--- src/rtl/uart_rx_deframer.sv ---
// 8N1 serial receive deframer: synchronises RxD, recovers bytes with a fixed
// clocks-per-bit counter, and reports idle, end-of-packet and framing errors.
module uart_rx_deframer #(
  parameter int unsigned ClkFrequency = 12000000,
  parameter int unsigned Baud         = 2000000,
  parameter int unsigned IdleBits     = 2
) (
  input  logic       clk,
  input  logic       rst,
  input  logic       RxD,
  output logic [7:0] RxD_data,
  output logic       RxD_data_ready,
  output logic       RxD_idle,
  output logic       RxD_endofpacket,
  output logic       RxD_frame_err
);

  localparam int unsigned CPB      = (ClkFrequency + Baud / 2) / Baud;
  localparam int unsigned HALF     = CPB / 2;
  localparam int unsigned CNT_W    = 16;
  localparam int unsigned IDLE_MAX = IdleBits * CPB;
  localparam int unsigned IDLE_W   = $clog2(IDLE_MAX + 1);

  localparam logic [CNT_W-1:0]  CPB_C      = CNT_W'(CPB);
  localparam logic [CNT_W-1:0]  HALF_C     = CNT_W'(HALF);
  localparam logic [IDLE_W-1:0] IDLE_MAX_C = IDLE_W'(IDLE_MAX);

  typedef enum logic [2:0] {
    S_IDLE,
    S_START,
    S_DATA,
    S_STOP,
    S_BREAK
  } state_t;

  logic              r_sync1;
  logic              r_sync2;
  state_t            r_state;
  logic [CNT_W-1:0]  r_cnt;
  logic [2:0]        r_bits;
  logic [7:0]        r_shift;
  logic [7:0]        r_data;
  logic              r_ready;
  logic              r_ferr;
  logic              r_eop;
  logic              r_idle;
  logic [IDLE_W-1:0] r_idle_cnt;
  logic              r_pkt_pending;

  logic              w_rxd_s;
  state_t            w_state;
  logic [CNT_W-1:0]  w_cnt;
  logic [2:0]        w_bits;
  logic [7:0]        w_shift;
  logic [7:0]        w_data;
  logic              w_ready;
  logic              w_ferr;
  logic              w_eop;
  logic              w_idle;
  logic [IDLE_W-1:0] w_idle_cnt;
  logic              w_pkt_pending;

  assign w_rxd_s = r_sync2;

  // State and datapath registers; synchroniser resets to the idle line level.
  always_ff @(posedge clk) begin
    if (rst) begin
      r_sync1       <= 1'b1;
      r_sync2       <= 1'b1;
      r_state       <= S_IDLE;
      r_cnt         <= '0;
      r_bits        <= '0;
      r_shift       <= '0;
      r_data        <= '0;
      r_ready       <= 1'b0;
      r_ferr        <= 1'b0;
      r_eop         <= 1'b0;
      r_idle        <= 1'b0;
      r_idle_cnt    <= '0;
      r_pkt_pending <= 1'b0;
    end else begin
      r_sync1       <= RxD;
      r_sync2       <= r_sync1;
      r_state       <= w_state;
      r_cnt         <= w_cnt;
      r_bits        <= w_bits;
      r_shift       <= w_shift;
      r_data        <= w_data;
      r_ready       <= w_ready;
      r_ferr        <= w_ferr;
      r_eop         <= w_eop;
      r_idle        <= w_idle;
      r_idle_cnt    <= w_idle_cnt;
      r_pkt_pending <= w_pkt_pending;
    end
  end

  // Next-state, bit timing and output strobes.
  always_comb begin
    w_state       = r_state;
    w_cnt         = r_cnt;
    w_bits        = r_bits;
    w_shift       = r_shift;
    w_data        = r_data;
    w_ready       = 1'b0;
    w_ferr        = 1'b0;
    w_eop         = 1'b0;
    w_idle_cnt    = r_idle_cnt;
    w_pkt_pending = r_pkt_pending;

    // The bit counter is preloaded with 1 so a match on N lands N cycles later.
    case (r_state)
      S_IDLE: begin
        if (!w_rxd_s) begin
          w_state = S_START;
          w_cnt   = CNT_W'(1);
        end
      end
      S_START: begin
        if (r_cnt == HALF_C) begin
          if (!w_rxd_s) begin
            w_state = S_DATA;
            w_cnt   = CNT_W'(1);
            w_bits  = 3'd0;
          end else begin
            w_state = S_IDLE;
          end
        end else begin
          w_cnt = r_cnt + CNT_W'(1);
        end
      end
      S_DATA: begin
        if (r_cnt == CPB_C) begin
          w_shift = {w_rxd_s, r_shift[7:1]};
          w_cnt   = CNT_W'(1);
          w_bits  = r_bits + 3'd1;
          if (r_bits == 3'd7) begin
            w_state = S_STOP;
          end
        end else begin
          w_cnt = r_cnt + CNT_W'(1);
        end
      end
      S_STOP: begin
        if (r_cnt == CPB_C) begin
          if (w_rxd_s) begin
            w_data        = r_shift;
            w_ready       = 1'b1;
            w_pkt_pending = 1'b1;
            w_state       = S_IDLE;
          end else begin
            w_ferr  = 1'b1;
            w_state = S_BREAK;
          end
        end else begin
          w_cnt = r_cnt + CNT_W'(1);
        end
      end
      S_BREAK: begin
        if (w_rxd_s) begin
          w_state = S_IDLE;
        end
      end
      default: begin
        w_state = S_IDLE;
      end
    endcase

    // Idle run length; end of packet fires once on reaching saturation.
    if ((r_state == S_IDLE) && w_rxd_s) begin
      if (r_idle_cnt != IDLE_MAX_C) begin
        w_idle_cnt = r_idle_cnt + IDLE_W'(1);
        if ((w_idle_cnt == IDLE_MAX_C) && r_pkt_pending) begin
          w_eop         = 1'b1;
          w_pkt_pending = 1'b0;
        end
      end
    end else begin
      w_idle_cnt = '0;
    end

    w_idle = (w_idle_cnt == IDLE_MAX_C);
  end

  assign RxD_data        = r_data;
  assign RxD_data_ready  = r_ready;
  assign RxD_idle        = r_idle;
  assign RxD_endofpacket = r_eop;
  assign RxD_frame_err   = r_ferr;

endmodule

--- config.mk ---
export PLATFORM = sky130hd
export DESIGN_NAME = uart_rx_deframer
export DESIGN_NICKNAME = d
export VERILOG_FILES = /design/src/rtl/uart_rx_deframer.sv
export SDC_FILE = /design/constraint.sdc
export NUM_CORES = 1
export LEC_CHECK = 0
export ABC_AREA = 1
export ABC_CLOCK_PERIOD_IN_PS = 2100
export CORE_ASPECT_RATIO = 0.8
export CORE_MARGIN = 1.5
export CORE_UTILIZATION = 59
export DETAILED_ROUTE_END_ITERATION = 10
export GPL_TIMING_DRIVEN = 0
export PLACE_DENSITY = 0.87
export SLEW_MARGIN = 40
export SYNTH_ARGS = -nofsm -noshare
export SYNTH_HDL_FRONTEND = slang
export SYNTH_SLANG_ARGS = --single-unit
--- constraint.sdc ---
create_clock -name clk -period 2.1 [get_ports clk]
set_input_delay 0.63 -clock clk [delete_from_list [all_inputs] [get_ports clk]]
set_output_delay 0.63 -clock clk [all_outputs]
set_load 0.03 [all_outputs]
==> results.yml, run 1 <==
run_status:
  run_status: "finished, final reports clean"
timing:
  tns_ps: 0
  timing.hold.ws_ps: 415
  setup_viol: 0
  fmax_ghz: 0.508
  tightestPinTransition_ps: 597
  report.final.hold_viol_count: 0
  layout_min_cycle_time_ps: 1970
  count_of_pins_over_their_slew_limit: 0
  setup_slack_ps: 132
  rsz0062_at_grt: "no"
  timing.slew.headroom_pct: 60.2
  layout_worst_path_cycle_share_pct: 93.7
  fin_worst_skew_ps: 6.02
synthesis:
  synth_flop_cell: "dfxtp_1"
  synth.yosys.seq_area_share_pct: 39.9
  synth_register_bits: 49
  mappedNetlistArea_sq_um: 2460
  synth_async_sr_flop_share_pct: 0
  synth_largest_area_cell: "dfxtp_1"
  synthesis.area_per_instance_sq_um: 7.40
  synth_nets: 342
  number_of_distinct_standard_cells_referenced_by_the_synthesized_netlist: 35
  synth_top_cells_by_area: "dfxtp_1 40%, a21oi_1 7.5%, nand2_1 7.3%"
  yosysTopAreaCellShare_pct: 39.9
  synth-edff-count: 0
  syn_inst: 332
  count_of_yosys_warnings_during_synthesis: 0
routing:
  dr_total_vias: 2199
  drt_first_pass_iters: 4
  route.final.wire_length_microns: 5320
  drt.antenna.violating_nets: 0
  wl_per_cell_microns: 13.0
  drt-vias-per-instance: 5.39
  drtIter0Drc: 113
  post-route-drc-count: 0
global_routing:
  grt.busiest_layer: "met2"
  largest_net_degree_at_the_start_of_global_routing: 17
  groute.layer.met1.usage_pct: 35.3
  globalRouteMet2Util_pct: 40.7
  wire_length_of_the_first_global_routing_pass_microns: 8910
  grt_pass1_vias: 1982
  grt_usage_pct: 25.9
  grt.overflow.total: 0
  grt_antenna_before_repair: 0
  grt.met3_usage_pct: 5.32
clocking:
  cts_tree: "yes"
  clock-root-buffer: "clkbuf_8"
  postCtsHoldBufs: 0
  cts_resized: 0
  path_clk_slew_ps: 100
  cts_buffers: 5
  cts_max_level: 2
  cts_post_setup_buffers_inserted: 0
  cts_num_sinks: 49
  clock_latency_ps: 310
  cts_max_path_buffers: 2
power:
  ratio_of_total_power_to_cell_area_nw_per_um2: 776
  p_leak_nw: 1.08
  vdd_drop_max_mv: 0.628
  power.switching_fraction_pct: 33.8
  power.switching_mw: 0.722
  comb_power_share_pct: 24.0
  internal_power_mw: 1.42
  p_clk_share_pct: 28.4
  pwr-share-seq_pct: 47.6
place:
  dpl_worst_slack_ps: 22.6
  detailed_place.area_sq_um: 2660
  numPortBuffers: 13
  post-dp-hpwl_microns: 3810
  gp_weighted_congestion: 0.871
worst_hold_path:
  worstHoldStart: "r_sync1$_SDFF_PP1_"
  hold_class: "register to register"
finish:
  nets_final: 362
  drive_above_1_share_pct: 12.2
  flow.area_growth_from_synthesis_pct: 12.2
  antenna_cells_inserted: 0
  final_design_area_no_fill_sq_um: 2760
  final_core_util_pct: 70.6
die:
  floorplan.die.height_microns: 60.7
  area_of_the_core_sq_um: 3900
  initial_core_utilization_pct: 62.9
  design.die.area_sq_um: 4560
  dieWidth_microns: 75.2
  number_of_rows_created_at_floorplan: 20
  pin_count: 15
setup_path:
  cp-startpoint: "RxD_data[5]$_SDFFE_PP0P_"
  critical_path.cell_chain: "clkdlybuf4s50_1"
  rr_startpoint: "r_cnt[0]$_SDFFE_PP0P_"
  crit_path_end_kind: "output port"
  critical-path-slowest-cell: "clkdlybuf4s50_1"
  critical_path.top_delay_family: "buffers and inverters"
  path_buf_inv: 1
  setup.worst_path.class: "register to output port"
  timing.critical_path.fanout_max: 2
  worst-endpoint-arrival_ps: 1340
  critical_path_required_ps: 1470
  critical_path.startpoint_type: "register"
  cp_slowest_stage_delay_ps: 670
flow_run:
  max_cap_viol_count: 0
## power groups by stage
stage               clock network [mW]  registers, mW  logic, mW
floorplan                            0           1.03      0.406
global placement                     0           1.04      0.488
detailed placement                   0           1.04      0.502
CTS                              0.610           1.02      0.511
global route                     0.646           1.03      0.571
finish                           0.608           1.02      0.513
## state kept, by name, indices dropped and copies added, names as in the netlist
register         count
r_cnt               16
RxD_data             8
RxD_endofpacket      1
r_bits               3
r_idle_cnt           4
RxD_frame_err        1
r_state              3
r_shift              8
r_pkt_pending        1
RxD_idle             1
r_sync2              1
RxD_data_ready       1
r_sync1              1
## layer usage
| layer | share of wire (%) | up-vias |
|---|---|---|
| met2 | 46 | 60 |
| met4 | 1.2 | 0 |
| li1 | - | 1125 |
| met1 | 47 | 1007 |
| met3 | 5.6 | 7 |
| met5 | 0 | - |
## per-stage QoR
stage	std cells	power, mW
floorplan	332	1.43
global placement	400	1.53
detailed placement	400	1.54
CTS	408	2.14
global route	408	2.25
finish	408	2.14
## cells by family (layout without fill, tap and decap cells)
| kind of cell | Yosys count | count (layout) | synth area share, % |
|---|---|---|---|
| compound gates | 77 | 77 | 16.6 |
| simple gates | 141 | 141 | 28.5 |
| buf+inv | 52 | 73 | 9.32 |
| xor+xnor | 6 | 6 | 2.14 |
| flops | 49 | 49 | 39.9 |
| fa+ha+maj | 7 | 7 | 3.56 |
## cell type report
type                            instances  area (sq um)
Buffer                                  9          63.8
Clock buffer                            6          82.6
Clock inverter                          2          17.5
Fill cell                             327          1150
Inverter                               43           165
Multi-Input combinational cell        231          1250
Sequential cell                        49           981
Tap cell                               55          68.8
Timing Repair Buffer                   13           130
## synth_stat cells, types with 5 or more instances
| cell | count |
|---|---|
| a21oi_1 | 37 |
| dfxtp_1 | 49 |
| ha_1 | 7 |
| inv_1 | 39 |
| nand2_1 | 48 |
| nand2_2 | 7 |
| nand3_1 | 19 |
| nor2_1 | 36 |
| nor2_4 | 5 |
| nor3_1 | 8 |
| o21ai_0 | 29 |
| xor2_1 | 5 |
## final timing paths
path,endpoint,slack (ps),cells past startpoint
setup / recovery,RxD_data[5],130,1
hold / removal,r_sync2$_SDFF_PP1_,410,1
setup reg to reg,r_cnt[13]$_SDFFE_PP0P_,350,11
hold reg to reg,r_sync2$_SDFF_PP1_,410,1
## cells in the final DEF, fill, tap and decap left out, drive strengths merged
cell type | Yosys | layout
a211o | 1 | 1
a21oi | 38 | 38
a31oi | 2 | 2
a41oi | 1 | 1
buf | 5 | 5
clkbuf | 4 | 10
clkdlybuf4s50 | 0 | 13
clkinv | 1 | 2
dfxtp | 49 | 49
ha | 7 | 7
inv | 42 | 43
nand2 | 57 | 57
nand3 | 23 | 23
nand4 | 2 | 2
nor2 | 45 | 45
nor3 | 9 | 9
nor4 | 2 | 2
o211ai | 2 | 2
o21ai | 33 | 33
or2 | 3 | 3
xnor2 | 1 | 1
xor2 | 5 | 5
## worst reg2reg max path, stage by stage, from the launching register on
cell,delay (ps)
dfxtp_1,370
inv_1,100
ha_1,150
nand3_1,90
nor2_2,170
nand3_2,160
nand2_4,140
inv_4,80
o21ai_0,230
nor2_1,60
nand2_1,80
inv_1,40
(Power assumes the default switching activity.)
==> inputs of run 2 (changes only) <==
--- a/config.mk
+++ b/config.mk
@@ -12,8 +12,10 @@
 export CORE_UTILIZATION = 59
 export DETAILED_ROUTE_END_ITERATION = 10
 export GPL_TIMING_DRIVEN = 0
+export MAX_ROUTING_LAYER = met4
 export PLACE_DENSITY = 0.87
 export SLEW_MARGIN = 40
 export SYNTH_ARGS = -nofsm -noshare
 export SYNTH_HDL_FRONTEND = slang
 export SYNTH_SLANG_ARGS = --single-unit
+export TNS_END_PERCENT = 10
==> results.yml, run 2 (synthesis results as in run 1) <==
run_status:
  run_status: "finished, final reports clean"
routing:
  drt_first_pass_iters: 5
  drtIter0Drc: 125
  drt.antenna.violating_nets: 0
  wl_per_cell_microns: 13.0
  dr_total_vias: 2231
  drt-vias-per-instance: 5.47
  route.final.wire_length_microns: 5310
  post-route-drc-count: 0
die:
  floorplan.die.height_microns: 60.7
  initial_core_utilization_pct: 62.9
  dieWidth_microns: 75.2
  design.die.area_sq_um: 4560
  area_of_the_core_sq_um: 3900
  pin_count: 15
  number_of_rows_created_at_floorplan: 20
global_routing:
  largest_net_degree_at_the_start_of_global_routing: 17
  grt_antenna_before_repair: 0
  grt.overflow.total: 0
  grt_pass1_vias: 1978
  wire_length_of_the_first_global_routing_pass_microns: 8910
  grt_usage_pct: 26.8
clocking:
  cts_num_sinks: 49
  clock-root-buffer: "clkbuf_8"
  cts_resized: 0
  cts_post_setup_buffers_inserted: 0
  cts_max_path_buffers: 2
  cts_tree: "yes"
  postCtsHoldBufs: 0
  cts_buffers: 5
  cts_max_level: 2
  clock_latency_ps: 310
  path_clk_slew_ps: 100
place:
  gp_weighted_congestion: 0.885
  post-dp-hpwl_microns: 3810
  numPortBuffers: 13
finish:
  mostFrequentLayoutCell: "dfxtp_1"
  flow.area_growth_from_synthesis_pct: 12.2
  nets_final: 362
  layout.cells.most_common_list: "49 x dfxtp_1, 48 x nand2_1, 39 x inv_1, 37 x a21oi_1, 36 x nor2_1"
  largest_register_ff_count: 16
  drive_above_1_share_pct: 12.2
  antenna_cells_inserted: 0
  max_flop_register: "r_cnt"
flow_run:
  max_cap_viol_count: 0
setup_path:
  cp_slowest_stage_delay_ps: 670
  rrSetupSlack_ps: 360
  timing.critical_path.fanout_max: 2
  critical_path.cell_chain: "clkdlybuf4s50_1"
  critical_path.top_delay_family: "buffers and inverters"
  critical_path.startpoint_type: "register"
  worst-endpoint-arrival_ps: 1340
  critical-path-slowest-cell: "clkdlybuf4s50_1"
  setup.worst_path.class: "register to output port"
  crit_path_end_kind: "output port"
  critical_path_required_ps: 1470
  path_buf_inv: 1
timing:
  tns_ps: 0
  report.final.hold_viol_count: 0
  fin_worst_skew_ps: 5.85
  tightestPinTransition_ps: 595
  setup_viol: 0
  layout_min_cycle_time_ps: 1970
  layout_worst_path_cycle_share_pct: 93.8
  count_of_pins_over_their_slew_limit: 0
  rsz0062_at_grt: "no"
  fmax_ghz: 0.508
  timing.slew.headroom_pct: 60.3
  timing.hold.ws_ps: 415
worst_hold_path:
  hold_class: "register to register"
power:
  vdd_drop_max_mv: 0.627
  ratio_of_total_power_to_cell_area_nw_per_um2: 777
  p_leak_nw: 1.08
## run 2: cell counts in the layout (fill, tap and decap cells not counted)
Identical to the previous run, type by type.
## run 2: path summary, 6_finish.rpt
| kind | start | end | cells after the start |
|---|---|---|---|
| max reg2reg | r_cnt[0]$_SDFFE_PP0P_ | r_cnt[13]$_SDFFE_PP0P_ | 11 |
| min reg2reg | r_sync1$_SDFF_PP1_ | r_sync2$_SDFF_PP1_ | 1 |
| max | RxD_data[5]$_SDFFE_PP0P_ | RxD_data[5] | 1 |
| min | r_sync1$_SDFF_PP1_ | r_sync2$_SDFF_PP1_ | 1 |
## run 2: report_power, final
group | internal, mW | switching, mW | leakage, nW
logic | 0.173 | 0.341 | 0.635
registers | 0.970 | 0.0490 | 0.396
clock network | 0.274 | 0.335 | 0.0518
## run 2: through the flow
step                      instances  cell area, sq um  worst slack (ps)  utilization (%)  power [mW]
after floorplan                 332              2460               547                -        1.43
after global placement          400              2660              90.0             68.0        1.53
after detailed placement        400              2660              22.6             68.0        1.54
after CTS                       408              2760               128             70.6        2.14
after global routing            408              2760              93.1             70.6        2.25
final                           408              2760               130             70.6        2.14
## run 2: layer usage
| layer | GRT usage, % | part of all wire (%) |
|---|---|---|
| met5 | - | 0 |
| met4 | 9.95 | 1.9 |
| met2 | 40.7 | 45 |
| met3 | 5.81 | 4.8 |
| met1 | 35.3 | 48 |
## run 2: cell type report
class	count	area (sq um)
multi-input cells	231	1250
fillers	327	1150
flip-flops and latches	49	981
inverters	43	165
repair buffers	13	130
clock buffers	6	82.6
well taps	55	68.8
plain buffers	9	63.8
clock inverters	2	17.5
==> inputs of run 3 (changes only) <==
--- a/config.mk
+++ b/config.mk
@@ -10,6 +10,7 @@
 export CORE_ASPECT_RATIO = 0.8
 export CORE_MARGIN = 1.5
 export CORE_UTILIZATION = 59
+export CTS_CLUSTER_DIAMETER = 200
 export DETAILED_ROUTE_END_ITERATION = 10
 export GPL_TIMING_DRIVEN = 0
 export MAX_ROUTING_LAYER = met4
==> results of run 3 <==
Final layout, timing and power as in run 2 (identical DEF).
